### config.mk
export PLATFORM = sky130hd
export DESIGN_NAME = sbus_datapath_seq
export DESIGN_NICKNAME = d
export VERILOG_FILES = /design/src/rtl/sbus_datapath_seq.sv
export SDC_FILE = /design/constraint.sdc
export NUM_CORES = 2
export LEC_CHECK = 0
export CAP_MARGIN = 15
export CORE_ASPECT_RATIO = 0.9
export CORE_MARGIN = 4
export CORE_UTILIZATION = 57
export DETAILED_ROUTE_END_ITERATION = 8
export PLACE_DENSITY = 0.73
export SYNTH_ARGS = -nofsm -noshare
export SYNTH_HDL_FRONTEND = slang
export SYNTH_SLANG_ARGS = --single-unit
### constraint.sdc
create_clock -name Clock -period 16 [get_ports Clock]
set_input_delay 4 -clock Clock [delete_from_list [all_inputs] [get_ports Clock]]
set_output_delay 4 -clock Clock [all_outputs]
set_load 0.01 [all_outputs]
### src/rtl/sbus_datapath_seq.sv
// Single-bus datapath with on-block T-state sequencer for ALU/MUL/LD/ST commands.
// Optional build macro SBUS_R0_ZERO_EN hardwires R0 to zero.
module sbus_datapath_seq #(
    parameter int unsigned WIDTH  = 32,
    parameter int unsigned NREGS  = 16,
    parameter int unsigned RSEL_W = $clog2(NREGS)
) (
    input  logic              Clock,
    input  logic              Clear,
    input  logic              start,
    input  logic [3:0]        op,
    input  logic [RSEL_W-1:0] ra,
    input  logic [RSEL_W-1:0] rb,
    input  logic [RSEL_W-1:0] rc,
    output logic              busy,
    output logic              done,
    output logic              err,
    output logic              mem_req,
    output logic              mem_we,
    output logic [WIDTH-1:0]  mem_addr,
    output logic [WIDTH-1:0]  mem_wdata,
    input  logic [WIDTH-1:0]  mem_rdata,
    input  logic              mem_ack,
    input  logic              wr_en,
    input  logic [RSEL_W-1:0] wr_sel,
    input  logic [WIDTH-1:0]  wr_data,
    input  logic [RSEL_W:0]   dbg_sel,
    output logic [WIDTH-1:0]  dbg_data
);

    localparam int unsigned SH_W = $clog2(WIDTH);

`ifdef SBUS_R0_ZERO_EN
    localparam bit R0_ZERO = 1'b1;
`else
    localparam bit R0_ZERO = 1'b0;
`endif

    localparam logic [2:0] S_IDLE = 3'd0;
    localparam logic [2:0] S_T1   = 3'd1;
    localparam logic [2:0] S_T2   = 3'd2;
    localparam logic [2:0] S_T3   = 3'd3;
    localparam logic [2:0] S_MEM  = 3'd4;

    localparam logic [3:0] OP_ADD = 4'd0;
    localparam logic [3:0] OP_SUB = 4'd1;
    localparam logic [3:0] OP_AND = 4'd2;
    localparam logic [3:0] OP_OR  = 4'd3;
    localparam logic [3:0] OP_SHL = 4'd4;
    localparam logic [3:0] OP_SHR = 4'd5;
    localparam logic [3:0] OP_MUL = 4'd6;
    localparam logic [3:0] OP_LD  = 4'd7;
    localparam logic [3:0] OP_ST  = 4'd8;

    localparam int unsigned B_RA  = 0;
    localparam int unsigned B_RB  = 1;
    localparam int unsigned B_RC  = 2;
    localparam int unsigned B_ZLO = 3;
    localparam int unsigned B_MDR = 4;
    localparam int unsigned NSRC  = 5;

    logic [2:0]        state, state_nxt;
    logic [3:0]        op_q;
    logic [RSEL_W-1:0] ra_q, rb_q, rc_q;
    logic [WIDTH-1:0]  rf [NREGS];
    logic [WIDTH-1:0]  y, zhi, zlo, hi, lo, mar, mdr;
    logic [WIDTH-1:0]  rd_a, rd_b, rd_c, bus, alu_hi, alu_lo;
    logic [2*WIDTH-1:0] prod;
    logic [NSRC-1:0]   bus_sel;
    logic y_ld, z_ld, mar_ld, mdr_bus_ld, mdr_mem_ld, ra_ld, hilo_ld, done_nxt, err_nxt;

    function automatic logic wr_ok(input logic [RSEL_W-1:0] s);
        return !(R0_ZERO && (s == '0));
    endfunction

    assign rd_a = (R0_ZERO && (ra_q == '0)) ? '0 : rf[ra_q];
    assign rd_b = (R0_ZERO && (rb_q == '0)) ? '0 : rf[rb_q];
    assign rd_c = (R0_ZERO && (rc_q == '0)) ? '0 : rf[rc_q];
    assign mem_addr  = mar;
    assign mem_wdata = mdr;

    // One-hot AND-OR bus mux; the sequencer never raises two selects at once.
    always_comb begin
        bus = '0;
        if (bus_sel[B_RA])  bus = bus | rd_a;
        if (bus_sel[B_RB])  bus = bus | rd_b;
        if (bus_sel[B_RC])  bus = bus | rd_c;
        if (bus_sel[B_ZLO]) bus = bus | zlo;
        if (bus_sel[B_MDR]) bus = bus | mdr;
    end

    assign prod = (2*WIDTH)'(y) * (2*WIDTH)'(bus);

    always_comb begin
        alu_hi = '0;
        alu_lo = '0;
        case (op_q)
            OP_ADD:  alu_lo = y + bus;
            OP_SUB:  alu_lo = y - bus;
            OP_AND:  alu_lo = y & bus;
            OP_OR:   alu_lo = y | bus;
            OP_SHL:  alu_lo = y << bus[SH_W-1:0];
            OP_SHR:  alu_lo = y >> bus[SH_W-1:0];
            OP_MUL:  {alu_hi, alu_lo} = prod;
            default: ;
        endcase
    end

    // Sequencer: next state and per-state bus/load controls.
    always_comb begin
        state_nxt  = state;
        bus_sel    = '0;
        y_ld       = 1'b0;
        z_ld       = 1'b0;
        mar_ld     = 1'b0;
        mdr_bus_ld = 1'b0;
        mdr_mem_ld = 1'b0;
        ra_ld      = 1'b0;
        hilo_ld    = 1'b0;
        done_nxt   = 1'b0;
        err_nxt    = 1'b0;
        case (state)
            S_IDLE: if (start) state_nxt = S_T1;
            S_T1: begin
                if (op_q > OP_ST) begin
                    state_nxt = S_IDLE;
                    done_nxt  = 1'b1;
                    err_nxt   = 1'b1;
                end else begin
                    bus_sel[B_RB] = 1'b1;
                    if (op_q == OP_LD) begin
                        mar_ld    = 1'b1;
                        state_nxt = S_MEM;
                    end else if (op_q == OP_ST) begin
                        mar_ld    = 1'b1;
                        state_nxt = S_T2;
                    end else begin
                        y_ld      = 1'b1;
                        state_nxt = S_T2;
                    end
                end
            end
            S_T2: begin
                if (op_q == OP_ST) begin
                    bus_sel[B_RA] = 1'b1;
                    mdr_bus_ld    = 1'b1;
                    state_nxt     = S_MEM;
                end else begin
                    bus_sel[B_RC] = 1'b1;
                    z_ld          = 1'b1;
                    state_nxt     = S_T3;
                end
            end
            S_T3: begin
                if (op_q == OP_LD) begin
                    bus_sel[B_MDR] = 1'b1;
                    ra_ld          = 1'b1;
                end else if (op_q == OP_MUL) begin
                    bus_sel[B_ZLO] = 1'b1;
                    hilo_ld        = 1'b1;
                end else begin
                    bus_sel[B_ZLO] = 1'b1;
                    ra_ld          = 1'b1;
                end
                state_nxt = S_IDLE;
                done_nxt  = 1'b1;
            end
            S_MEM: begin
                if (mem_ack) begin
                    if (op_q == OP_ST) begin
                        state_nxt = S_IDLE;
                        done_nxt  = 1'b1;
                    end else begin
                        mdr_mem_ld = 1'b1;
                        state_nxt  = S_T3;
                    end
                end
            end
            default: state_nxt = S_IDLE;
        endcase
    end

    always_ff @(posedge Clock) begin
        if (Clear) begin
            state   <= S_IDLE;
            busy    <= 1'b0;
            done    <= 1'b0;
            err     <= 1'b0;
            mem_req <= 1'b0;
            mem_we  <= 1'b0;
        end else begin
            state   <= state_nxt;
            busy    <= (state_nxt != S_IDLE);
            done    <= done_nxt;
            err     <= err_nxt;
            mem_req <= (state_nxt == S_MEM);
            mem_we  <= (state_nxt == S_MEM) && (op_q == OP_ST);
        end
    end

    always_ff @(posedge Clock) begin
        if (Clear) begin
            op_q <= '0;
            ra_q <= '0;
            rb_q <= '0;
            rc_q <= '0;
        end else if ((state == S_IDLE) && start) begin
            op_q <= op;
            ra_q <= ra;
            rb_q <= rb;
            rc_q <= rc;
        end
    end

    always_ff @(posedge Clock) begin
        if (Clear) begin
            y   <= '0;
            zhi <= '0;
            zlo <= '0;
            hi  <= '0;
            lo  <= '0;
            mar <= '0;
            mdr <= '0;
        end else begin
            if (y_ld)   y <= bus;
            if (z_ld)   {zhi, zlo} <= {alu_hi, alu_lo};
            if (mar_ld) mar <= bus;
            if (mdr_bus_ld)      mdr <= bus;
            else if (mdr_mem_ld) mdr <= mem_rdata;
            if (hilo_ld) begin
                hi <= zhi;
                lo <= bus;
            end
        end
    end

    // Host preload only lands in IDLE and loses to a same-cycle start.
    always_ff @(posedge Clock) begin
        if (Clear) begin
            for (int i = 0; i < int'(NREGS); i++) rf[i] <= '0;
        end else if (ra_ld) begin
            if (wr_ok(ra_q)) rf[ra_q] <= bus;
        end else if ((state == S_IDLE) && !start && wr_en && wr_ok(wr_sel)) begin
            rf[wr_sel] <= wr_data;
        end
    end

    always_comb begin
        dbg_data = '0;
        if (!dbg_sel[RSEL_W])
            dbg_data = (R0_ZERO && (dbg_sel[RSEL_W-1:0] == '0)) ? '0 : rf[dbg_sel[RSEL_W-1:0]];
        else if (dbg_sel == (RSEL_W+1)'(NREGS))
            dbg_data = hi;
        else if (dbg_sel == (RSEL_W+1)'(NREGS + 1))
            dbg_data = lo;
    end

endmodule

; Yosys cells after proc, flatten, opt, wreduce, memory -nomap -nowiden
; Memory sizes are Yosys's and may differ from the RTL's. A register that Yosys moved wholly into a read port is not among the register bits.
; Index checks and enable logic that the tools add are counted.
[totals]
romBits = 0
register_bits = 248
mem_bits_rw = 512
in_bits = 94
mem_count = 1
latchBits = 0
[memory_table]
columns = memory, depth, width, rd, rd_ports_with_merged_regs, write_ports, line_no
row1 = rf, 16, 32, 4, 3, 16, 65  ; logic [WIDTH-1:0] rf [NREGS];
[classes]
muxes = 66
bitwise = 7
multipliers = 1
n_eq_ne = 15
n_reduce_logical = 12
n_div = 0
n_lt_le_gt_ge = 1
n_shift = 2
addsub = 2
[ops]
columns = operator, count
row1 = two-way mux 32 bit, 13
row2 = case mux 32 bit (7 select lines), 1
row3 = OR 32 bit, 5
row4 = multiplier 32 x 32 -> 64 bit, 1
row5 = OR reduction 32 bit, 2
row6 = two-way mux 1 bit, 35
row7 = adder 32 bit, 1
row8 = bitwise AND 32 bit, 1
row9 = two-way mux 4 bit, 8
row10 = left shift 32 x 5 -> 32 bit, 1
row11 = right shift 32 x 5 -> 32 bit, 1
row12 = subtractor 32 bit, 1
row13 = == test 4 x 3 -> 1 bit (second input constant), 4
row14 = two-way mux 3 bit, 5
row15 = case mux 3 bit (4 select lines), 1
row16 = == test 5 bit (second input constant), 2
row17 = == test 4 x 2 -> 1 bit (second input constant), 2
row18 = == test 3 x 2 -> 1 bit (second input constant), 2
row19 = == test 3 bit (second input constant), 2
row20 = == test 4 x 1 -> 1 bit (second input constant), 1
row21 = == test 4 bit (second input constant), 1
row22 = greater-than comparator 4 bit (second input constant), 1
row23 = logical AND 1 bit, 4
row24 = logical NOT 4 bit, 1
row25 = other kinds (9), 10

; Longest topological paths before layout
[logic_depth]
word_depth = 14
mapped_depth = 43
depth_no_buf = 35

; Worst setup path before layout
; No wires, ideal clock.
[synth_path]
path_kind = input to output
startpoint = input dbg_sel[0]
endpoint = output dbg_data[0]
required_ns = 12.000
cell_stages = 7
path_slack_ns = 5.727
t_arrival_ns = 6.273
cell_sequence = clkbuf_1 > clkbuf_1 > buf_1 > mux4_2 > mux4_2 > inv_1 > o22ai_1
[synth_via]
elab_chain_len = 4
elab_cells_between_ends = 6
classes_between = eq/ne: 2 / mux: 3 / memory: 1
[synth_rtl]
columns = item, line_no
row1 = "start, declared", 27  ; input logic [RSEL_W:0] dbg_sel,
row2 = branches (longest 3 deep; another with memory (16 x 32 bit)), n/a
row3 = two-way mux 32 bit (*), 250  ; if (!dbg_sel[RSEL_W])
row4 = "end, declared", 28  ; output logic [WIDTH-1:0] dbg_data
; Mark *: on every way between the ends.

; Worst setup path in the final report
[layout_path]
startpoint = register op_q[3]
endpoint = register zhi[30]
[layout_via]
elab_chain_len = 14
elab_cells_between_ends = 24
classes_between = mul: 1 / order compare: 1 / eq/ne: 3 / mux: 15 / bitwise: 4
[layout_rtl]
columns = item, line_no
row1 = "start, declared", 63  ; logic [3:0] op_q;
row2 = "start signal, assigned", 208  ; op_q <= op;
row3 = == test 4 bit, 144  ; if (op_q == OP_ST) begin
row4 = two-way mux 1 bit, 144
row5 = two-way mux 1 bit, 122  ; case (state)
row6 = two-way mux 32 bit, 85  ; if (bus_sel[B_RA]) bus = bus | rd_a;
row7 = OR 32 bit, 86  ; if (bus_sel[B_RB]) bus = bus | rd_b;
row8 = two-way mux 32 bit, 86
row9 = OR 32 bit, 87  ; if (bus_sel[B_RC]) bus = bus | rd_c;
row10 = two-way mux 32 bit, 87
row11 = OR 32 bit, 88  ; if (bus_sel[B_ZLO]) bus = bus | zlo;
row12 = two-way mux 32 bit, 88
row13 = OR 32 bit, 89  ; if (bus_sel[B_MDR]) bus = bus | mdr;
row14 = two-way mux 32 bit, 89
row15 = multiplier 32 x 32 -> 64 bit, 92  ; assign prod = (2*WIDTH)'(y) * (2*WIDTH)'(bus);
row16 = two-way mux 32 bit, 97  ; case (op_q)
row17 = "end signal, assigned", 226  ; if (z_ld) {zhi, zlo} <= {alu_hi, alu_lo};
row18 = "end, declared", 66  ; logic [WIDTH-1:0] y, zhi, zlo, hi, lo, mar, mdr;
; Parallel ways exist; a longest one is shown, timed or not.
; A chain may end at the register's enable or synchronous reset.

==> results by group <==
Run status
  • Status: completed

Logic synthesis
  • Share of the synthesized area in the top cell type: a little over a fifth
  • Synth warn: 0
  • Synthesized flop and latch total: 772
  • Synth Instances: ~8000
  • Most common cell in the netlist: nor2_1
  • Library cells used by synthesis: around 110
  • Ys async rst share: 0%
  • Sequential element share of the synthesized area: around 25%
  • Syn Nets: 9472
  • Post-synth EDFFs: just over 500
  • Cell taking the most area after synthesis: fa_1
  • Synth Cell Area: 83300 um2
  • Syn Area/Cell: about 10 um2
  • Area contributors post-synth: fa_1 22%, edfxtp_1 18%, mux4_2 14%, dfxtp_1 6.3%, nor2_1 4.5%
  • Commonest register cell after synthesis: edfxtp_1
  • Commonest cells in the netlist: 994 x nor2_1, 961 x inv_1, 897 x fa_1

Global route
  • First-pass GRT wire length: 498 mm
  • Total track usage: approximately 46%
  • Vias in the first global route: around 70000
  • GR Overflow Total: 0
  • Initial antenna violation count: 24
  • Largest net degree at the start of global routing: 147

Setup path
  • Crit Path Category: reg -> reg
  • CP dominant cell by count: fa_1
  • CP Capture Type: flip-flop
  • CP arrival: 13400 ps
  • Startpoint Class: flip-flop
  • CP Max Fanout: 24
  • CP max stage cell: nor4b_4
  • Worst EP required: between 15000 and 20000 ps
  • Crit-path max cell delay: between 900 and 1000 ps

Routing
  • Antenna Violating Nets Remaining: 0
  • Vias per cell: about 7
  • Post-Route WL: around 350 mm
  • Remaining DRCs: 0
  • Vias: roughly 70000
  • Routed len/inst: between 30 and 40 um
  • Initial drt markers: 13395
  • Pre-antenna DRT Iters: 8

Pwr
  • Cell Pwr Density: ~90 nW/um2
  • Pleak: 36.4 nW
  • Max VDD drop: ~0.000098 V

Die
  • IO Pins: between 150 and 200
  • DIE AREA: about 150000 um2
  • Die W: around 410 um
  • Row count: between 100 and 150
  • Die H: between 300 and 400 um
  • Initial Utilization: approximately 58%
  • Core Box Area: roughly 140000 um2

Placement
  • GPL Wtd Cong: 1.04
  • DPL Wire Length: 236 mm
  • Port Buffers: approximately 190
  • Placement Setup Slack: ~3800 ps

Timing
  • Hold Violations, Final: 0
  • Slew Limit Fails: 0
  • Final setup margin: 3180 ps
  • RSZ-0062 raised after global routing: false
  • Worst slew pin tran: around 1500 ps
  • F_max: 0.0780 GHz
  • Fin Clk Skew: slightly above 70 ps
  • Crit path time final: 12820 ps
  • Final period utilization: around 80%
  • # setup viols final: 0
  • Setup tns final: 0 ps
  • Relative slew slack: about 2.6%

Cells and area
  • Net count, final: slightly above 9000
  • Area of the multi-input gates: roughly 56000 um2
  • Area Growth Syn to Fin: 8.08%
  • Fill cell count: about 12000
  • Ratio of cells with drive above 1 in the final layout: ~13%
  • Final core utilization: ~62%
  • Register area: between 20000 and 25000 um2

CTS
  • CTS tree: built
  • CTS max path bufs: 3
  • CTS hold repair buffers: 0
  • TritonCTS Buffers: 87
  • Clock transition at path regs: ~60 ps
  • Clock tree root buffer cell: clkbuf_16
  • Clock latency on the worst-skew pair: between 700 and 800 ps
  • Setup Buffers After CTS: 0
  • CTS H-tree lvls: 3
  • CTS sink count: 772
  • Post-CTS resize count: 0

Run
  • Number of max-cap violations: 0

Min path
  • Hold Path Class: reg -> reg
-- per-layer routing --
metal | GRT usage (%) | share of wire (%) | vias to the layer above
met5 | 3.80 | 0.24 | -
met4 | 30.6 | 8.8 | 26
met3 | 21.1 | 18 | 1777
met2 | 61.9 | 40 | 7000
met1 | 57.8 | 33 | 35169
li1 | - | - | 27633
-- final cells by class --
class                      instances  area share (%)
antenna                           22          0.0612
clock buffer                     109            2.58
clock inverter                    55           0.808
sequential                       772            22.9
tap                             1943            2.70
multi-input combinational       5776            62.7
timing repair buffer             426            4.15
inverter                         970            4.05
-- worst max-delay path, delay by kind of cell (launching register included) --
kind                       cells  cell delay (ps)
AOI/OAI and AO/OA             11             3120
xor gates and xnor gates       1              180
adders and majority gates      9             3990
buffers and inverters          6             1790
DFF                            1              710
and+or+nand+nor                6             2790
-- logic make-up (layout without fill, tap and decap cells) --
family,Yosys count,count (layout),share of synthesized area (%)
and+or+nand+nor,2587,2587,13.9
DFF,772,772,24.7
muxes,801,801,17.8
other,0,22,0
AOI/OAI and AO/OA,1081,1081,8.48
buffers and inverters,1635,1560,7.91
adders and majority gates,1195,1195,26.0
xor gates and xnor gates,112,112,1.18
-- path summary, 6_finish.rpt --
kind / startpoint / endpoint / slack [ps] / cells past startpoint
min: hi[31] / hi[31] / 450 / 2
max reg2reg: op_q[3] / zhi[30] / 3180 / 33
min reg2reg: hi[31] / hi[31] / 450 / 2
max: op_q[3] / zhi[30] / 3180 / 33
-- power breakdown --
part / total (mW) / leakage, nW / internal (mW) / switching (mW)
combinational: 3.56 / 27.6 / 1.21 / 2.34
clock: 2.23 / 1.48 / 1.27 / 0.959
sequential: 2.34 / 7.40 / 2.20 / 0.141
total: 8.13 / 36.4 / 4.69 / 3.44
-- state kept, by name (all words and copies together) (netlist names), named ones only --
register and flops:
hi 32, mem_req 1, ra_q 4, rf 512, rc_q 4, mem_wdata 32, err 1, zlo 32
busy 1, lo 32, rb_q 4, zhi 32, state 3, done 1, y 32, op_q 4
mem_addr 32, mem_we 1
-- metrics by stage --
stage                     total power [mW]  instance area, um2  std cells  hold WS, ps
final                                 8.13               90000      10073          452
after CTS                             7.92               89800      10036          446
after detailed placement              5.72               86800       9872          442
after global routing                  8.34               90000      10059          472
after floorplan                       4.51               83300       8183          425
after global placement                5.68               86700       9866          435
-- cell usage in the layout (no fill, tap or decap), drive strengths merged, types with 46 or more instances in the layout --
cell,instances
o22ai,78
o21ai,177
a211oi,83
a31oi,52
and2,318
nor3,83
mux2i,224
ha,298
a22oi,55
nand2,879
fa,897
buf,235
a21oi,330
dfxtp,260
clkbuf,111
a21o,46
xnor2,70
nor2,994
inv,971
a221oi,62
nor2b,48
nand2b,82
nand3,57
clkdlybuf4s50,189
edfxtp,512
mux4,535
(Power assumes the default switching activity.)
